### src/rtl/div_stall_unit.sv
// Iterative radix-2 restoring divider for DIV/DIVU in the EX stage.
// It holds the pipeline stalled while dividing, then presents HI/LO for one unstalled cycle.
module div_stall_unit #(
  parameter int WIDTH = 32,
  parameter int CNT_W = 6
) (
  input  logic             clk,
  input  logic             rst,
  input  logic             div_start,
  input  logic             div_signed,
  input  logic [WIDTH-1:0] dividend,
  input  logic [WIDTH-1:0] divisor,
  input  logic             annul,
  output logic             stallreq_div,
  output logic             result_valid,
  output logic [WIDTH-1:0] quotient,
  output logic [WIDTH-1:0] remainder,
  output logic             div_by_zero
);

  typedef enum logic [1:0] {IDLE, BUSY, DONE} state_t;

  state_t           state, state_nxt;
  logic [CNT_W-1:0] cnt;
  logic [WIDTH-1:0] quo, rem, dvs_abs;
  logic             q_neg, r_neg;

  logic             start_fire, last_step;
  logic [WIDTH-1:0] dvd_mag, dvs_mag;
  logic [WIDTH:0]   rem_shifted, trial;
  logic [WIDTH-1:0] quo_step, rem_step;

  // A start is only accepted from IDLE; a start seen in DONE belongs to the departing instruction.
  assign start_fire = (state == IDLE) && div_start && !annul;
  assign last_step  = (cnt == CNT_W'(WIDTH - 1));

  // Operand magnitudes; the unsigned path passes operands through untouched.
  always_comb begin
    dvd_mag = (div_signed && dividend[WIDTH-1]) ? -dividend : dividend;
    dvs_mag = (div_signed && divisor[WIDTH-1])  ? -divisor  : divisor;
  end

  // One restoring step. The partial remainder is always below the divisor, so the shifted
  // remainder fits WIDTH+1 bits and the trial MSB is a reliable sign bit.
  always_comb begin
    rem_shifted = {rem, quo[WIDTH-1]};
    trial       = rem_shifted - {1'b0, dvs_abs};
    quo_step    = {quo[WIDTH-2:0], ~trial[WIDTH]};
    rem_step    = trial[WIDTH] ? rem_shifted[WIDTH-1:0] : trial[WIDTH-1:0];
  end

  // NOTE: sequential state uses non-blocking (<=) so every register samples pre-edge values.
  always_ff @(posedge clk) begin
    if (rst) state <= IDLE;
    else     state <= state_nxt;
  end

  // NOTE: every combinational output gets a default first, so no path can infer a latch.
  always_comb begin
    state_nxt = state;
    case (state)
      IDLE: if (div_start) state_nxt = (divisor == '0) ? DONE : BUSY;
      BUSY: if (last_step) state_nxt = DONE;
      DONE: state_nxt = IDLE;
      default: state_nxt = IDLE;
    endcase
    if (annul) state_nxt = IDLE;
  end

  always_comb begin
    stallreq_div = !annul && (((state == IDLE) && div_start) || (state == BUSY));
    result_valid = (state == DONE);
  end

  // Datapath. The shift registers are reset too, so a cancelled operation leaves nothing behind.
  always_ff @(posedge clk) begin
    if (rst) begin
      cnt         <= '0;
      quo         <= '0;
      rem         <= '0;
      dvs_abs     <= '0;
      q_neg       <= 1'b0;
      r_neg       <= 1'b0;
      quotient    <= '0;
      remainder   <= '0;
      div_by_zero <= 1'b0;
    end else if (start_fire) begin
      cnt     <= '0;
      quo     <= dvd_mag;
      rem     <= '0;
      dvs_abs <= dvs_mag;
      q_neg   <= div_signed && (dividend[WIDTH-1] ^ divisor[WIDTH-1]);
      r_neg   <= div_signed && dividend[WIDTH-1];
      if (divisor == '0) begin
        quotient    <= '1;
        remainder   <= dividend;
        div_by_zero <= 1'b1;
      end
    end else if ((state == BUSY) && !annul) begin
      cnt <= cnt + CNT_W'(1);
      quo <= quo_step;
      rem <= rem_step;
      if (last_step) begin
        quotient    <= q_neg ? -quo_step : quo_step;
        remainder   <= r_neg ? -rem_step : rem_step;
        div_by_zero <= 1'b0;
      end
    end
  end

endmodule

### config.mk
export PLATFORM = sky130hd
export DESIGN_NAME = div_stall_unit
export DESIGN_NICKNAME = d
export VERILOG_FILES = /design/src/rtl/div_stall_unit.sv
export SDC_FILE = /design/constraint.sdc
export NUM_CORES = 1
export LEC_CHECK = 0
export ABC_AREA = 1
export BUFFER_PORTS_ARGS = -buffer_cell sky130_fd_sc_hd__buf_2
export CAP_MARGIN = 20
export CORE_ASPECT_RATIO = 0.6
export CORE_MARGIN = 3
export CORE_UTILIZATION = 35
export CTS_CLUSTER_SIZE = 40
export DETAILED_ROUTE_END_ITERATION = 6
export PLACE_DENSITY = 0.61
export SKIP_CTS_REPAIR_TIMING = 1
export SLEW_MARGIN = 20
export SYNTH_ARGS = -nofsm -noshare
export SYNTH_HDL_FRONTEND = slang
export SYNTH_SLANG_ARGS = --single-unit
### constraint.sdc
create_clock -name clk -period 4.05 [get_ports clk]
set_input_delay 1.0125 -clock clk [delete_from_list [all_inputs] [get_ports clk]]
set_output_delay 1.0125 -clock clk [all_outputs]
set_load 0.1 [all_outputs]
==> results of run 1 <==
## worst min-delay path, stage by stage, from the launching register on
cell and delay (ns):
dfxtp_1 0.31, nand2_1 0.06, a21oi_1 0.05
## final cells by class
cell class / instances / area share, %
Clock inverter: 14 / 1.16
Timing Repair Buffer: 175 / 6.85
Multi-Input combinational cell: 1501 / 53.6
Tap cell: 467 / 4.02
Clock buffer: 18 / 3.02
Antenna cell: 1 / 0.0172
Sequential cell: 171 / 23.6
Inverter: 302 / 7.80
## through the flow
| stage | setup WS, ns | total power, mW | hold WS (ns) | area, µm² |
|---|---|---|---|---|
| floorplan | 0.394 | 3.41 | 0.440 | 12700 |
| global placement | 0.266 | 4.06 | 0.451 | 13900 |
| detailed placement | 0.136 | 4.07 | 0.459 | 13900 |
| CTS | 0.0696 | 5.82 | 0.470 | 14500 |
| global route | 0.000373 | 6.21 | 0.505 | 14500 |
| finish | 0.251 | 5.88 | 0.466 | 14500 |
## kinds of logic (layout without fill, tap and decap cells)
kind of cell	Yosys count	after routing	synth area share, %
AOI/OAI and AO/OA	456	456	21.0
xor gates and xnor gates	39	39	2.70
buffers and inverters	383	509	11.9
adders and majority gates	38	38	3.81
other	0	1	0
DFF	171	171	27.0
and+or+nand+nor	968	968	33.6
## sequential cells by signal (all words and copies together) (netlist names)
register     cells
cnt              6
div_by_zero      1
dvs_abs         32
q_neg            1
quo             32
quotient        32
r_neg            1
rem             32
remainder       32
state            2
## final timing paths
kind	startpoint	slack, ns	depth (start not counted)	endpoint
max	quo[31]	0.25	24	remainder[13]
min	quotient[29]	0.47	2	quotient[29]
max reg2reg	quo[31]	0.25	24	remainder[13]
min reg2reg	quotient[29]	0.47	2	quotient[29]
## metal layers
layer	track usage (%)	routed length, µm
met2	31.9	18200
met4	4.03	484
met3	7.23	5700
met1	41.1	25200
met5	0	7
## cell usage in the layout (no fill, tap or decap), types with 10 or more instances in the layout
| cell type | Yosys | routed |
|---|---|---|
| nand2_1 | 496 | 496 |
| nand3_1 | 146 | 144 |
| inv_1 | 291 | 291 |
| clkbuf_16 | 0 | 17 |
| xnor2_1 | 15 | 15 |
| nor4_1 | 14 | 14 |
| buf_4 | 0 | 37 |
| xor2_1 | 24 | 24 |
| or2_2 | 10 | 10 |
| ha_1 | 37 | 37 |
| o21ai_1 | 10 | 10 |
| nand4_1 | 22 | 22 |
| dfxtp_1 | 171 | 171 |
| a22oi_1 | 18 | 18 |
| nor3_1 | 36 | 35 |
| nor2_1 | 182 | 179 |
| nand3b_1 | 14 | 14 |
| o211ai_1 | 28 | 28 |
| nand2_2 | 17 | 17 |
| a21oi_1 | 148 | 148 |
| buf_2 | 4 | 135 |
| o221ai_1 | 20 | 20 |
| a31oi_1 | 32 | 32 |
| o21ai_0 | 157 | 156 |
## power breakdown
part           internal [mW]  leakage (nW)  switching [mW]  total, mW
Combinational          0.665          5.43            1.66       2.32
Sequential              1.75          1.39          0.0673       1.81
Clock                  0.902         0.299           0.848       1.75
==> run metrics, run 1 <==
TritonCTS clock tree built; initial antenna violation count 2; Syn Area/Cell between 6 and 7 µm²; sum of negative setup slack 0 ns; Post-Synthesis Cells slightly above 2000; Initial Utilization a little over a third; I/O Pins about 140; gpl congestion a little under 1; dpl cells between 2000 and 3000; worst path bufs/invs 2; port buffer count ~140; antenna-violating nets left 0; non-filler cells, final around 2600; peak supply drop 347 µV; largest net degree at the start of global routing between 70 and 80; CP cell instances inv_1 > ha_1 > inv_1 > fa_2 > nand2_1 > nand2_1 > nand3_1 > nand2_2 > nand2_1 > nand2_2 > nand2_4 > nand2_4 > nand2_4 > nand2_8 > nand2_1 > nand2_1 > nor2_1 > nand2_1 > nor2_1 > nand2_1 > nand2_1 > or2_2 > nand3_1 > a21oi_1; RSZ-0062 raised after global routing false; Setup crit end kind flip-flop; final core utilization about two fifths; number of global-route vias before repair 12800; Post-synth ARST share 0%; synthesis-stage register bit count between 150 and 200; DPL Wire Length between 30000 and 40000 µm; Die Y between 150 and 200 µm; global route overflow 0; first-pass GRT wire length 75600 µm; DR pass1 iterations 5; # fillers 3782; top cell type by total area after synthesis dfxtp_1; Vias about 14000; critical path data arrival time ~4.2 ns; GRT Resource Usage Total around 25%; Final period util a little over nine tenths; Final setup viols 0; critical path's largest stage delay ~0.36 ns; Crit Path Max Fanout 22; Lkg Pwr roughly 7.1 nW; register area 0.00342 mm²; CP most frequent cell nand2_1; CTS HTree Levels 4; Post-synth EDFFs 0; core box area around 0.035 mm²; leading post-synthesis cells by cell area dfxtp_1, nand2_1, inv_1, o21ai_0, a21oi_1; slowest cell on the critical path fa_2; Max Fclk between 0.2 and 0.3 GHz; CP Launch Type flip-flop; clk_lat worst skew between 0.4 and 0.5 ns; kind of critical path flip-flop to flip-flop; vias per cell 5.47; Required @ worst endpoint 4.44 ns; sequential area share after synthesis roughly 27%; drt drc 0; clock sinks between 150 and 200; Synth Warn # 0; Die ar. 0.0386 mm²; most frequent cell after synthesis nand2_1; Die W ~250 µm; Clock transition at path regs roughly 0.080 ns; Power Density approximately 400 mW/mm²; HP Class flip-flop to flip-flop; Worst path top cell family by delay simple AND/OR/NAND/NOR gates; FP Rows between 50 and 60; Cell Area, Synth approximately 0.013 mm²; Post-Syn Nets 2162; max-slew violation count 0; multi-input logic area 0.00778 mm²; max_cap viols 0; post-synthesis cell type count 60; Slew HR about 45%; CTS root buffer clkbuf_16; Iteration-0 DRC Markers 1919; Synth Flop Type dfxtp_1; most frequent cells after synthesis nand2_1, inv_1, nor2_1; P&R area growth vs syn 14.8%; Avg WL per Cell 18.7 µm; Final Critical Period around 3.8 ns; status completed; CTS Buf Count 17; nets@finish between 2000 and 2500; area share of the leading cell type in the synthesized netlist 27.0%; CTS max path bufs 2; share of cells above drive strength 1 between 10% and 20%; worst slew pin tran about 0.82 ns; Post-Route Skew around 0.026 ns; Fin. Hold Viols 0; Total Wirelength 49600 µm
Power figures use the tool's default switching activity.
==> run 2: changes to the inputs <==
- ABC_AREA: 1 -> unset
- GPL_ROUTABILITY_DRIVEN: unset -> 0
- HOLD_SLACK_MARGIN: unset -> 0.08
==> run metrics, run 2 <==
status finished with violations; failing checks setup timing; CTS max path bufs 2 (unchanged); initial antenna violation count 0 (-2); leading post-synthesis cells by cell area dfxtp_1, nor2_1, a211oi_1, nand2_1, xor2_1; TritonCTS clock tree built; Total Wirelength 45600 µm (-8.1%); Fin. Hold Viols 0 (unchanged); Post-synth ARST share 0% (unchanged); I/O Pins 136 (unchanged); P&R area growth vs syn 30.0%; Post-Route Skew 0.0141 ns (-0.0121 ns); number of global-route vias before repair 12000 (-6.0%); top cell type by total area after synthesis dfxtp_1; Iteration-0 DRC Markers 1545 (-19%); Synth Flop Type dfxtp_1; synthesis-stage register bit count 171 (unchanged); Max Fclk 0.213 GHz (-19%); Clk pwr share 30.1% (+0.4 points); Synth Warn # 0 (unchanged); most frequent cells in the layout buf_4, nor2_1, dfxtp_1; kind of critical path flip-flop to flip-flop; worst path bufs/invs 1 (-1); first-pass GRT wire length 69700 µm (-7.7%); CTS HTree Levels 4 (unchanged); Antenna Cells 0 (-1); fin worst setup slack -0.655 ns (-0.906 ns); critical path's largest stage delay 0.52 ns (+0.16 ns); Power Density 367 mW/mm² (-9.5%); clock sinks 171 (unchanged); worst slew pin tran 0.924 ns (+0.0995 ns); Syn Area/Cell 7.56 µm² (+23%); sw frac 37.3% (-6.4 points); DPL Wire Length 35100 µm (-9.2%); commonest non-fill, non-tap cell in the layout buf_4; Final Critical Period 4.71 ns (+0.906 ns); final core utilization 46.4% (+5.3 points); CP cell instances ha_4 > a21oi_4 > o21ai_2 > a211o_1 > a2111o_1 > or3_4 > and2_4 > mux2i_2 > ha_2 > inv_2 > or4_4 > nor3_4 > mux2i_4 > a2111oi_4 > o2111ai_2 > or3_1 > a31oi_1; nets@finish 1977 (-13%); worst setup path start rem[16]; Die Y 150 µm (-2.2%); post-synthesis cell type count 79 (+32%); dpl cells 2295 (-12%); max-slew violation count 0 (unchanged); core box area 0.0339 mm² (-4.1%); HP Class flip-flop to flip-flop; most frequent cell after synthesis nor2_1; CTS Buf Count 17 (unchanged); vias per cell 5.76 (+5.3%); FP Rows 52 (-1.9%); Flop pwr share 31.1% (+0.3 points); Clock transition at path regs 0.07 ns (about the same); Slew HR 38.4% (-6.5 points); most frequent cells after synthesis nor2_1, dfxtp_1, nand2_1; peak supply drop 366 µV (+5.6%); Crit Path Max Fanout 4 (-82%); Cell Area, Synth 0.0121 mm² (-4.5%); Pint 3.61 mW (+9.1%); Lkg Pwr 6.23 nW (-12%); CP Launch Type flip-flop; critical path data arrival time 5.10 ns (+0.91 ns); Post-Syn Nets 1707 (-21%); RSZ-0062 raised after global routing true; Min Hold Slack 0.454 ns (-0.0120 ns); combinational power share 38.8% (-0.7 points); Post-Synthesis Cells 1600 (-22%); GRT Resource Usage Total 24.2% (-1.0 points); Net Switching 2.15 mW (-16%); Final period util 116% (+22 points); Avg WL per Cell 19.5 µm (+3.9%); clk_lat worst skew 0.46 ns (about the same); global route overflow 0 (unchanged); largest net degree at the start of global routing 101 (+42%); FF-to-FF Start rem[16]; share of cells above drive strength 1 25.9% (+13 points); Die ar. 0.0369 mm² (-4.4%); area share of the leading cell type in the synthesized netlist 28.3% (+1.3 points); Final setup viols 12 (+12); Post-synth EDFFs 0 (unchanged); Vias 13500 (-6.9%); antenna-violating nets left 0 (unchanged); post-route cell area 0.0157 mm² (+8.2%); Setup crit end kind flip-flop; CTS root buffer clkbuf_16; slowest cell on the critical path a2111o_1; drt drc 0 (unchanged); max_cap viols 0 (unchanged); DR pass1 iterations 5 (unchanged); Die W 246 µm (-2.2%); port buffer count 135 (unchanged); sum of negative setup slack -5.45 ns (-5.45 ns); non-filler cells, final 2342 (-12%); sequential area share after synthesis 28.3% (+1.3 points); Worst path top cell family by delay compound AO/OA/AOI/OAI gates; Initial Utilization 35.7% (-0.15 points); Required @ worst endpoint 4.44 ns (about the same); Area after DPL 0.0147 mm² (+6.0%); Min-Delay Startpoint dvs_abs[31]
[run 2: routing by layer]
metal	vias to the layer above	global-route usage [%]	share of wire, %	wire (µm)
met2	609	32.2	39	17800
li1	6420	-	-	-
met3	45	6.55	10	4630
met5	-	0	0	0
met1	6408	37.4	49	22500
met4	0	5.98	1.5	692
[run 2: worst register-to-register path, stage by stage (launching register included)]
cell and delay (ns):
dfxtp_1 0.39, ha_4 0.23, a21oi_4 0.16, o21ai_2 0.09, a211o_1 0.28, a2111o_1 0.52, or3_4 0.41, and2_4 0.20
mux2i_2 0.21, ha_2 0.23, inv_2 0.04, or4_4 0.45, nor3_4 0.21, mux2i_4 0.14, a2111oi_4 0.37, o2111ai_2 0.19
or3_1 0.35, a31oi_1 0.15
[run 2: metrics by stage]
| stage | worst slack [ns] | power, mW |
|---|---|---|
| 2_1_floorplan | -0.813 | 3.10 |
| 3_3_place_gp | -0.394 | 3.82 |
| 3_5_place_dp | -0.553 | 3.85 |
| 4_1_cts | -0.596 | 5.57 |
| 5_1_grt | -0.834 | 6.01 |
| 6_report | -0.655 | 5.76 |
[run 2: layout make-up]
type	count	area, µm²
Inverter	58	220
Clock inverter	11	133
Sequential cell	171	3430
Clock buffer	21	460
Fill cell	3382	18200
Multi-Input combinational cell	1259	8400
Timing Repair Buffer	363	2500
Tap cell	459	574
[run 2: worst paths after layout]
kind | end | cells after the start | slack, ns
setup / recovery | remainder[30] | 17 | -0.66
hold / removal | dvs_abs[31] | 2 | 0.45
setup reg to reg | remainder[30] | 17 | -0.66
hold reg to reg | dvs_abs[31] | 2 | 0.45
[run 2: logic make-up (layout without fill, tap and decap cells)]
group           after synthesis  in the layout  share of synthesized area, %
mux                          36             36                          3.08
compound gates              493            493                          27.8
buf+inv                     170            453                          5.68
fa+ha+maj                    38             38                          3.99
flops                       171            171                          28.3
simple gates                569            569                          22.3
xor+xnor                    123            123                          8.91
[run 2: power groups by stage]
| stage | clock network, mW | logic [mW] | registers [mW] |
|---|---|---|---|
| 6_report | 1.73 | 2.24 | 1.79 |
| 4_1_cts | 1.74 | 2.04 | 1.79 |
| 5_1_grt | 1.80 | 2.41 | 1.80 |
| 3_3_place_gp | 0 | 1.99 | 1.83 |
| 3_5_place_dp | 0 | 2.03 | 1.83 |
| 2_1_floorplan | 0 | 1.29 | 1.81 |
